### src/rtl/flexbex_efpga_responder.sv
// rtl/flexbex_efpga_responder.sv - fixed-function responder for the eFPGA custom-instruction port
module flexbex_efpga_responder #(
  parameter int unsigned MUL_CYCLES = 32
) (
  input  logic        clk_i,
  input  logic        rst_ni,
  input  logic        en_i,
  input  logic [1:0]  operator_i,
  input  logic [31:0] operand_a_i,
  input  logic [31:0] operand_b_i,
  input  logic        write_strobe_i,
  input  logic [3:0]  delay_i,
  output logic [31:0] result_a_o,
  output logic [31:0] result_b_o,
  output logic [31:0] result_c_o,
  output logic        fpga_done_o,
  output logic        busy_o
);

  // Counter must hold both MUL_CYCLES and the largest requested delay (15).
  localparam int unsigned MW = $clog2(MUL_CYCLES + 1);
  localparam int unsigned CW = (MW > 5) ? MW : 5;

  localparam logic [1:0] OP_ADD = 2'b00;
  localparam logic [1:0] OP_MUL = 2'b01;
  localparam logic [1:0] OP_BIT = 2'b10;
  localparam logic [1:0] OP_MAC = 2'b11;

  typedef enum logic {IDLE, BUSY} state_e;

  state_e          state_q, state_d;
  logic [CW-1:0]   cnt_q, cnt_d;
  logic [CW-1:0]   comp_cyc, lat;
  logic            accept, finish;
  logic            busy_d, done_d;

  logic [1:0]      op_q;
  logic [31:0]     a_q, b_q;
  logic [31:0]     acc_q;
  logic [63:0]     prod_q, mcand_q;
  logic [31:0]     mplier_q;

  logic [1:0]      op_s;
  logic [31:0]     a_s, b_s;
  logic [63:0]     prod_base, mcand_base, prod_step;
  logic [31:0]     mplier_base;
  logic [32:0]     sum33;
  logic [5:0]      pop, clz;
  logic [31:0]     mac_p, acc_new;
  logic [31:0]     res_a_d, res_b_d, res_c_d;

  logic [31:0]     res_a_q, res_b_q, res_c_q;
  logic            done_q, busy_q;

  // Latency of the operation being offered: max(compute cycles, delay_i, 1).
  always_comb begin
    comp_cyc = (operator_i == OP_MUL) ? CW'(MUL_CYCLES) : CW'(1);
    lat      = comp_cyc;
    if (CW'(delay_i) > lat) lat = CW'(delay_i);
    if (lat == '0) lat = CW'(1);
  end

  // State register.
  always_ff @(posedge clk_i or negedge rst_ni) begin
    if (!rst_ni) state_q <= IDLE;
    else         state_q <= state_d;
  end

  // Next state: single-cycle ops never leave IDLE; en_i low aborts BUSY.
  always_comb begin
    state_d = state_q;
    case (state_q)
      IDLE: if (write_strobe_i && en_i && lat > CW'(1)) state_d = BUSY;
      BUSY: if (!en_i || cnt_q == CW'(1))               state_d = IDLE;
      default: state_d = IDLE;
    endcase
  end

  // FSM outputs. The counter holds remaining cycles minus one, so the edge
  // that sees cnt_q==1 is the one that raises done for cycle L.
  always_comb begin
    accept = (state_q == IDLE) && write_strobe_i && en_i;
    finish = 1'b0;
    busy_d = 1'b0;
    cnt_d  = '0;
    if (accept) begin
      finish = (lat == CW'(1));
      busy_d = (lat > CW'(1));
      cnt_d  = lat - CW'(1);
    end else if (state_q == BUSY && en_i) begin
      finish = (cnt_q == CW'(1));
      busy_d = (cnt_q > CW'(1));
      cnt_d  = cnt_q - CW'(1);
    end
    done_d = finish;
  end

  // In IDLE the datapath works straight from the inputs so L=1 ops can
  // complete on the accepting edge; in BUSY it uses the captured copies.
  always_comb begin
    if (state_q == BUSY) begin
      op_s        = op_q;
      a_s         = a_q;
      b_s         = b_q;
      prod_base   = prod_q;
      mcand_base  = mcand_q;
      mplier_base = mplier_q;
    end else begin
      op_s        = operator_i;
      a_s         = operand_a_i;
      b_s         = operand_b_i;
      prod_base   = '0;
      mcand_base  = {32'b0, operand_a_i};
      mplier_base = operand_b_i;
    end
    prod_step = prod_base + (mplier_base[0] ? mcand_base : 64'b0);
  end

  // Combinational operators and result selection.
  always_comb begin
    sum33 = {1'b0, a_s} + {1'b0, b_s};
    pop   = '0;
    for (int i = 0; i < 32; i++) pop = pop + 6'(a_s[i]);
    clz   = 6'd32;
    for (int i = 0; i < 32; i++) if (a_s[i]) clz = 6'(31 - i);
    mac_p   = 32'(a_s[15:0]) * 32'(b_s[15:0]);
    acc_new = acc_q + mac_p;
    res_a_d = '0;
    res_b_d = '0;
    res_c_d = '0;
    case (op_s)
      OP_ADD: begin
        res_a_d = sum33[31:0];
        res_b_d = a_s - b_s;
        res_c_d = {31'b0, sum33[32]};
      end
      OP_MUL: begin
        res_a_d = prod_step[31:0];
        res_b_d = prod_step[63:32];
      end
      OP_BIT: begin
        res_a_d = {26'b0, pop};
        res_b_d = {26'b0, clz};
        res_c_d = a_s ^ b_s;
      end
      default: begin
        res_a_d = mac_p;
        res_c_d = acc_new;
      end
    endcase
  end

  // Counter, operand capture and bit-serial multiplier (one b bit per edge,
  // starting on the accepting edge).
  always_ff @(posedge clk_i or negedge rst_ni) begin
    if (!rst_ni) begin
      cnt_q    <= '0;
      op_q     <= '0;
      a_q      <= '0;
      b_q      <= '0;
      prod_q   <= '0;
      mcand_q  <= '0;
      mplier_q <= '0;
    end else begin
      cnt_q <= cnt_d;
      if (accept) begin
        op_q <= operator_i;
        a_q  <= operand_a_i;
        b_q  <= operand_b_i;
      end
      if (accept || state_q == BUSY) begin
        prod_q   <= prod_step;
        mcand_q  <= mcand_base << 1;
        mplier_q <= mplier_base >> 1;
      end
    end
  end

  // Registered results, accumulator and status; results move only on done.
  always_ff @(posedge clk_i or negedge rst_ni) begin
    if (!rst_ni) begin
      res_a_q <= '0;
      res_b_q <= '0;
      res_c_q <= '0;
      acc_q   <= '0;
      done_q  <= 1'b0;
      busy_q  <= 1'b0;
    end else begin
      done_q <= done_d;
      busy_q <= busy_d;
      if (finish) begin
        res_a_q <= res_a_d;
        res_b_q <= res_b_d;
        res_c_q <= res_c_d;
        if (op_s == OP_MAC) acc_q <= acc_new;
      end
    end
  end

  assign result_a_o  = res_a_q;
  assign result_b_o  = res_b_q;
  assign result_c_o  = res_c_q;
  assign fpga_done_o = done_q;
  assign busy_o      = busy_q;

endmodule

### config.mk
export PLATFORM = sky130hd
export DESIGN_NAME = flexbex_efpga_responder
export DESIGN_NICKNAME = d
export VERILOG_FILES = /design/src/rtl/flexbex_efpga_responder.sv
export SDC_FILE = /design/constraint.sdc
export NUM_CORES = 2
export LEC_CHECK = 0
export BUFFER_PORTS_ARGS = -buffer_cell sky130_fd_sc_hd__buf_4
export CAP_MARGIN = 20
export CORE_MARGIN = 2
export CORE_UTILIZATION = 25
export CTS_BUF_LIST = sky130_fd_sc_hd__clkbuf_16
export DETAILED_ROUTE_END_ITERATION = 10
export GPL_ROUTABILITY_DRIVEN = 0
export HOLD_SLACK_MARGIN = 0.06
export PLACE_DENSITY = 0.49
export SLEW_MARGIN = 20
export SYNTH_ARGS = -nofsm -noshare
export SYNTH_HDL_FRONTEND = slang
export SYNTH_SLANG_ARGS = --single-unit
### constraint.sdc
create_clock -name clk_i -period 10.3 [get_ports clk_i]
set_input_delay 1.03 -clock clk_i [delete_from_list [all_inputs] [get_ports clk_i]]
set_output_delay 1.03 -clock clk_i [all_outputs]
set_load 0.01 [all_outputs]
==> Yosys cells after proc, flatten, opt, wreduce, memory -nomap -nowiden <==
Index checks and enable logic that the tools add are counted.
{ "totals": {"elab_cells": 128, "in_bits": 74, "reg_bits": 361, "output_inout_bits": 98} }
{ "classes": {"n_reduce_logical": 11, "n_addsub": 37, "magnitude_cmp": 3, "bitwise": 2, "mul": 1, "muxes": 54, "n_eq_ne": 6} }
{ "op_table": {"columns": ["op", "n"], "rows": [
  ["$pmux W32 S3", 3],
  ["$mux W6", 37],
  ["$mux W64", 3],
  ["$add A6 B1 Y6", 26],
  ["$mux W32", 3],
  ["$add A64 B64 Y64", 1],
  ["$add A32 B32 Y33", 1],
  ["$add A32 B32 Y32", 1],
  ["$mul A16 B16 Y32", 1],
  ["$sub A32 B32 Y32", 1],
  ["$xor A32 B32 Y32", 1],
  ["$eq A6 B1 Y1 const B", 2],
  ["$gt A6 B1 Y1 const B", 2],
  ["$sub A6 B1 Y6 const B", 2],
  ["$add A5 B1 Y6", 1],
  ["$gt A4 B6 Y1", 1],
  ["$logic_not A6 Y1", 1],
  ["$mux W1", 6],
  ["$add A4 B1 Y5", 1],
  ["$logic_and A1 B1 Y1", 5],
  ["$add A3 B1 Y4", 1],
  ["$eq A2 B1 Y1 const B", 2],
  ["$eq A2 B2 Y1 const B", 2],
  ["$add A2 B1 Y3", 1],
  ["8 further kinds", 9]
]} }

==> Longest topological paths before layout <==
{ "depth": {"word_depth": 34, "ltp_mapped": 43, "depth_no_buf": 36} }

==> Least setup slack after synthesis <==
OpenSTA, ideal clock, no wires.
{ "synth_path": {"kind": "register -> register", "from": "register state_q", "to": "register res_c_q[31] (netlist: result_c_o[31])", "arrival_ns": 9.756, "slack_ns": 0.409, "stages_incl_launch_ff": 41, "setup_ns": 0.135, "n_path_buf": 7, "synth_period_minus_slack_ns": 9.891, "required_time_ns": 10.165, "cell_sequence": "dfrtp_1 -> buf_2 -> buf_2 -> buf_2 -> buf_2 -> buf_1 -> buf_2 -> mux2i_1 -> clkbuf_1 -> nor2_1 -> fa_1 -> inv_1 -> fa_1 -> fa_1 -> inv_1 -> fa_1 -> fa_1 -> inv_1 -> [... 5 more ...] -> o31a_1 -> nor2_1 -> nor2b_1 -> a31oi_1 -> a21o_1 -> a21oi_1 -> xnor2_1 -> ha_1 -> and4_4 -> and2_0 -> o31ai_1 -> a41oi_2 -> a2111oi_4 -> nor2b_1 -> a311o_1 -> a21oi_2 -> xnor2_1 -> o22ai_1"} }
{ "synth_between": {"elab_chain_len": 4, "word_cells_on_any_way": 16, "classes_between": "add/sub: 1; mul: 1; eq/ne: 2; mux: 6; bitwise: 2; reduce/logical: 4"} }
{ "synth_rtl": {"columns": ["element", "line_no", "source"], "rows": [
  ["start: declaration", "31", "state_e state_q, state_d;"],
  ["start signal: assignment", "66", "else state_q <= state_d;"],
  ["$mux W32 / $not A1 Y1 (equally long branches)", null, null],
  ["$mul A16 B16 Y32 / $logic_and A1 B1 Y1 (equally long branches)", "126, 82", null],
  ["$add A32 B32 Y32 / $logic_and A1 B1 Y1 (equally long branches)", "127, 82", null],
  ["$pmux W32 S3 / $mux W1 (equally long branches)", "131, 86", null],
  ["end signal: assignment", "194", "res_c_q <= res_c_d;"],
  ["end: declaration", "52", "logic [31:0] res_a_q, res_b_q, res_c_q;"]
]} }
Several ways; a longest one is shown, not always the timed one.
A chain may end at the register's enable or synchronous reset.

==> Worst setup path after layout <==
Same ends and word-level chain as after synthesis.

==> flow_summary.toml <==
[outcome]
status = "complete, no violations"

[drt]
routed_wl_um = 138000
vias = 31000
drc_errors = 0
wire_per_inst_um = 22.7
viasPerCell = 5.07
drt_iter0_markers = 3109
postRouteAntennaNets = 0
first_pass_iters = 7

[clocking]
htree_num_levels = 2
cts_made_buffers = 48
clk_pin_slew_ps = 60
tritoncts = "done"
ctsResizeCount = 0
clk_path_buf_depth = 3
hold_buffers = 0
cts_setup_buffers = 0
clock_latency_ps = 650
cts.sinks = 361
root_buffer = "clkbuf_16"

[hold_path]
hold_path_class = "in -> async"

[die]
dieArea_um2 = 140000
die_x_um = 374
ios = 172
initial_core_util = 0.252
die-height_um = 374
core-area_um2 = 136000
rows = 135

[timing]
fin_crit_ps = 9810
worst_slew_margin_rel = 0.187
finalSetupViolCount = 0
rsz0062_at_grt = "no"
fmax_mhz = 102
timing.hold.ws_ps = 454
final-max-slew-violation-count = 0
skew_ps = 21.0
post-route-period-util = 0.953
worstMarginPinSlew_ps = 1210
hold_violations = 0
tns_ps = 0

[global_routing]
grt_usage = 0.194
gr-total-overflow = 0
grt_first_pass_wirelength_um = 204000
grt_max_degree = 103
grt_pass1_vias = 29600
grt_antenna_before_repair = 10

[logic_synthesis]
synth.distinct_cells = 89
ys_ff_latch = 361
synth.most_common_cell = "nand2_1"
ys_top_cells_by_count = "nand2_1 (842), dfrtp_1 (361), inv_1 (356), nor2_1 (312), o21ai_0 (306)"
yosysSeqAreaShare = 0.264
synth_top_area_share = 0.264
syn_avg_cell_area_um2 = 8.16
synth-edff-count = 0
synth_area_leaders = "dfrtp_1 (26%), fa_1 (13%), ha_1 (10%)"
syn_area_um2 = 34200
synth_top_area_cell = "dfrtp_1"
synth_cells = 4195
async_reset_ff_frac = 1.00
synthFlopType = "dfrtp_1"
yosys_warnings = 0
synth_nets = 4768

[flow_run]
drv_cap = 0

[critical_path]
cp_max_fo = 46
rrSetupSlack_ps = 490
slowest_stage = "dfrtp_4"
worstPathRequired_ps = 10800
crit_top_cell = "fa_1"
endpoint_kind = "flip-flop"
critPathKind = "reg -> reg"
cp_top_family = "adder cells"
critical_path_buf_inv_count = 6
critPathMaxStageDelay_ps = 750
start_kind = "flip-flop"
cp.arrival_ps = 10310

[place]
dpl_cell_area_um2 = 37700
hpwl_um = 110000
portBuffers = 171

[layout]
final-seq-area_um2 = 9040
final_area_um2 = 39300
multi_input_area_um2 = 23000
nets = 4857
drive_gt1_frac = 0.0895
area_delta_synth_final_pct = 14.7
fill_cells = 14700
diodes = 0
==> cell type report <==
cell class / count / share of cell area
Timing Repair Buffer: 264 / 0.0513
Inverter: 366 / 0.0350
Clock buffer: 48 / 0.0306
Sequential cell: 361 / 0.230
Clock inverter: 40 / 0.00984
Multi-Input combinational cell: 3243 / 0.587
Tap cell: 1781 / 0.0567
==> metal layers <==
| metal | vias up | GRT usage | share of wire |
|---|---|---|---|
| met4 | 10 | 0.0369 | 0.020 |
| met1 | 15300 | 0.295 | 0.48 |
| li1 | 14200 | - | - |
| met2 | 1318 | 0.272 | 0.40 |
| met3 | 167 | 0.0531 | 0.10 |
| met5 | - | 0 | 0.00054 |
==> worst paths after layout <==
kind	to	cells past startpoint	from
worst max register to register	result_c_o[31]	35	state_q
min in group clk_i	prod_q[39]	2	prod_q[39]
max in group asynchronous	mplier_q[2]	3	rst_ni
worst max-delay path	result_c_o[31]	35	state_q
worst min-delay path	result_c_o[29]	1	rst_ni
worst min register to register	prod_q[39]	2	prod_q[39]
==> state kept, by name (all words and copies together), names as in the netlist, 6 cells and up <==
register	flops
a_q	32
acc_q	32
b_q	32
cnt_q	6
mcand_q	63
mplier_q	31
prod_q	64
result_a_o	32
result_b_o	32
result_c_o	32
==> metrics by stage <==
step | setup slack (ps) | instances | utilization
finish | 485 | 6103 | 0.290
global route | 1.58 | 6103 | 0.290
CTS | 435 | 6103 | 0.290
detailed placement | 352 | 6015 | 0.278
global placement | 476 | 6015 | 0.278
floorplan | 409 | 4195 | -
==> kinds of logic (layout without fill, tap and decap cells) <==
group	Yosys count	in the layout	share of synthesized area
multiplexers	108	108	0.0318
flip-flops	361	361	0.264
adder cells (fa/ha/maj)	499	499	0.231
buffers and inverters	591	718	0.0656
XOR/XNOR	170	170	0.0439
AND/OR/NAND/NOR	1519	1519	0.192
AO/OA/AOI/OAI	947	947	0.172
==> layout by cell type (no fill, tap or decap), types with 22 or more instances in the layout <==
cell	instances
o21ai_0	306
dfrtp_1	360
nand2_1	841
o21a_1	25
a21oi_1	255
nor2_1	310
o211ai_1	22
nand2b_1	51
fa_1	222
a211oi_1	24
a31oi_1	38
o21bai_1	35
nor2b_1	23
inv_1	364
xnor2_1	113
buf_4	261
nand3_1	39
and2_1	89
a21o_1	54
and3_1	47
ha_1	277
nor3_1	40
mux2i_1	98
nand4_1	26
clkbuf_16	48
xor2_1	56
Power is not shown: default switching activity piles up to over one toggle a cycle in this logic, so the estimate is an artifact.
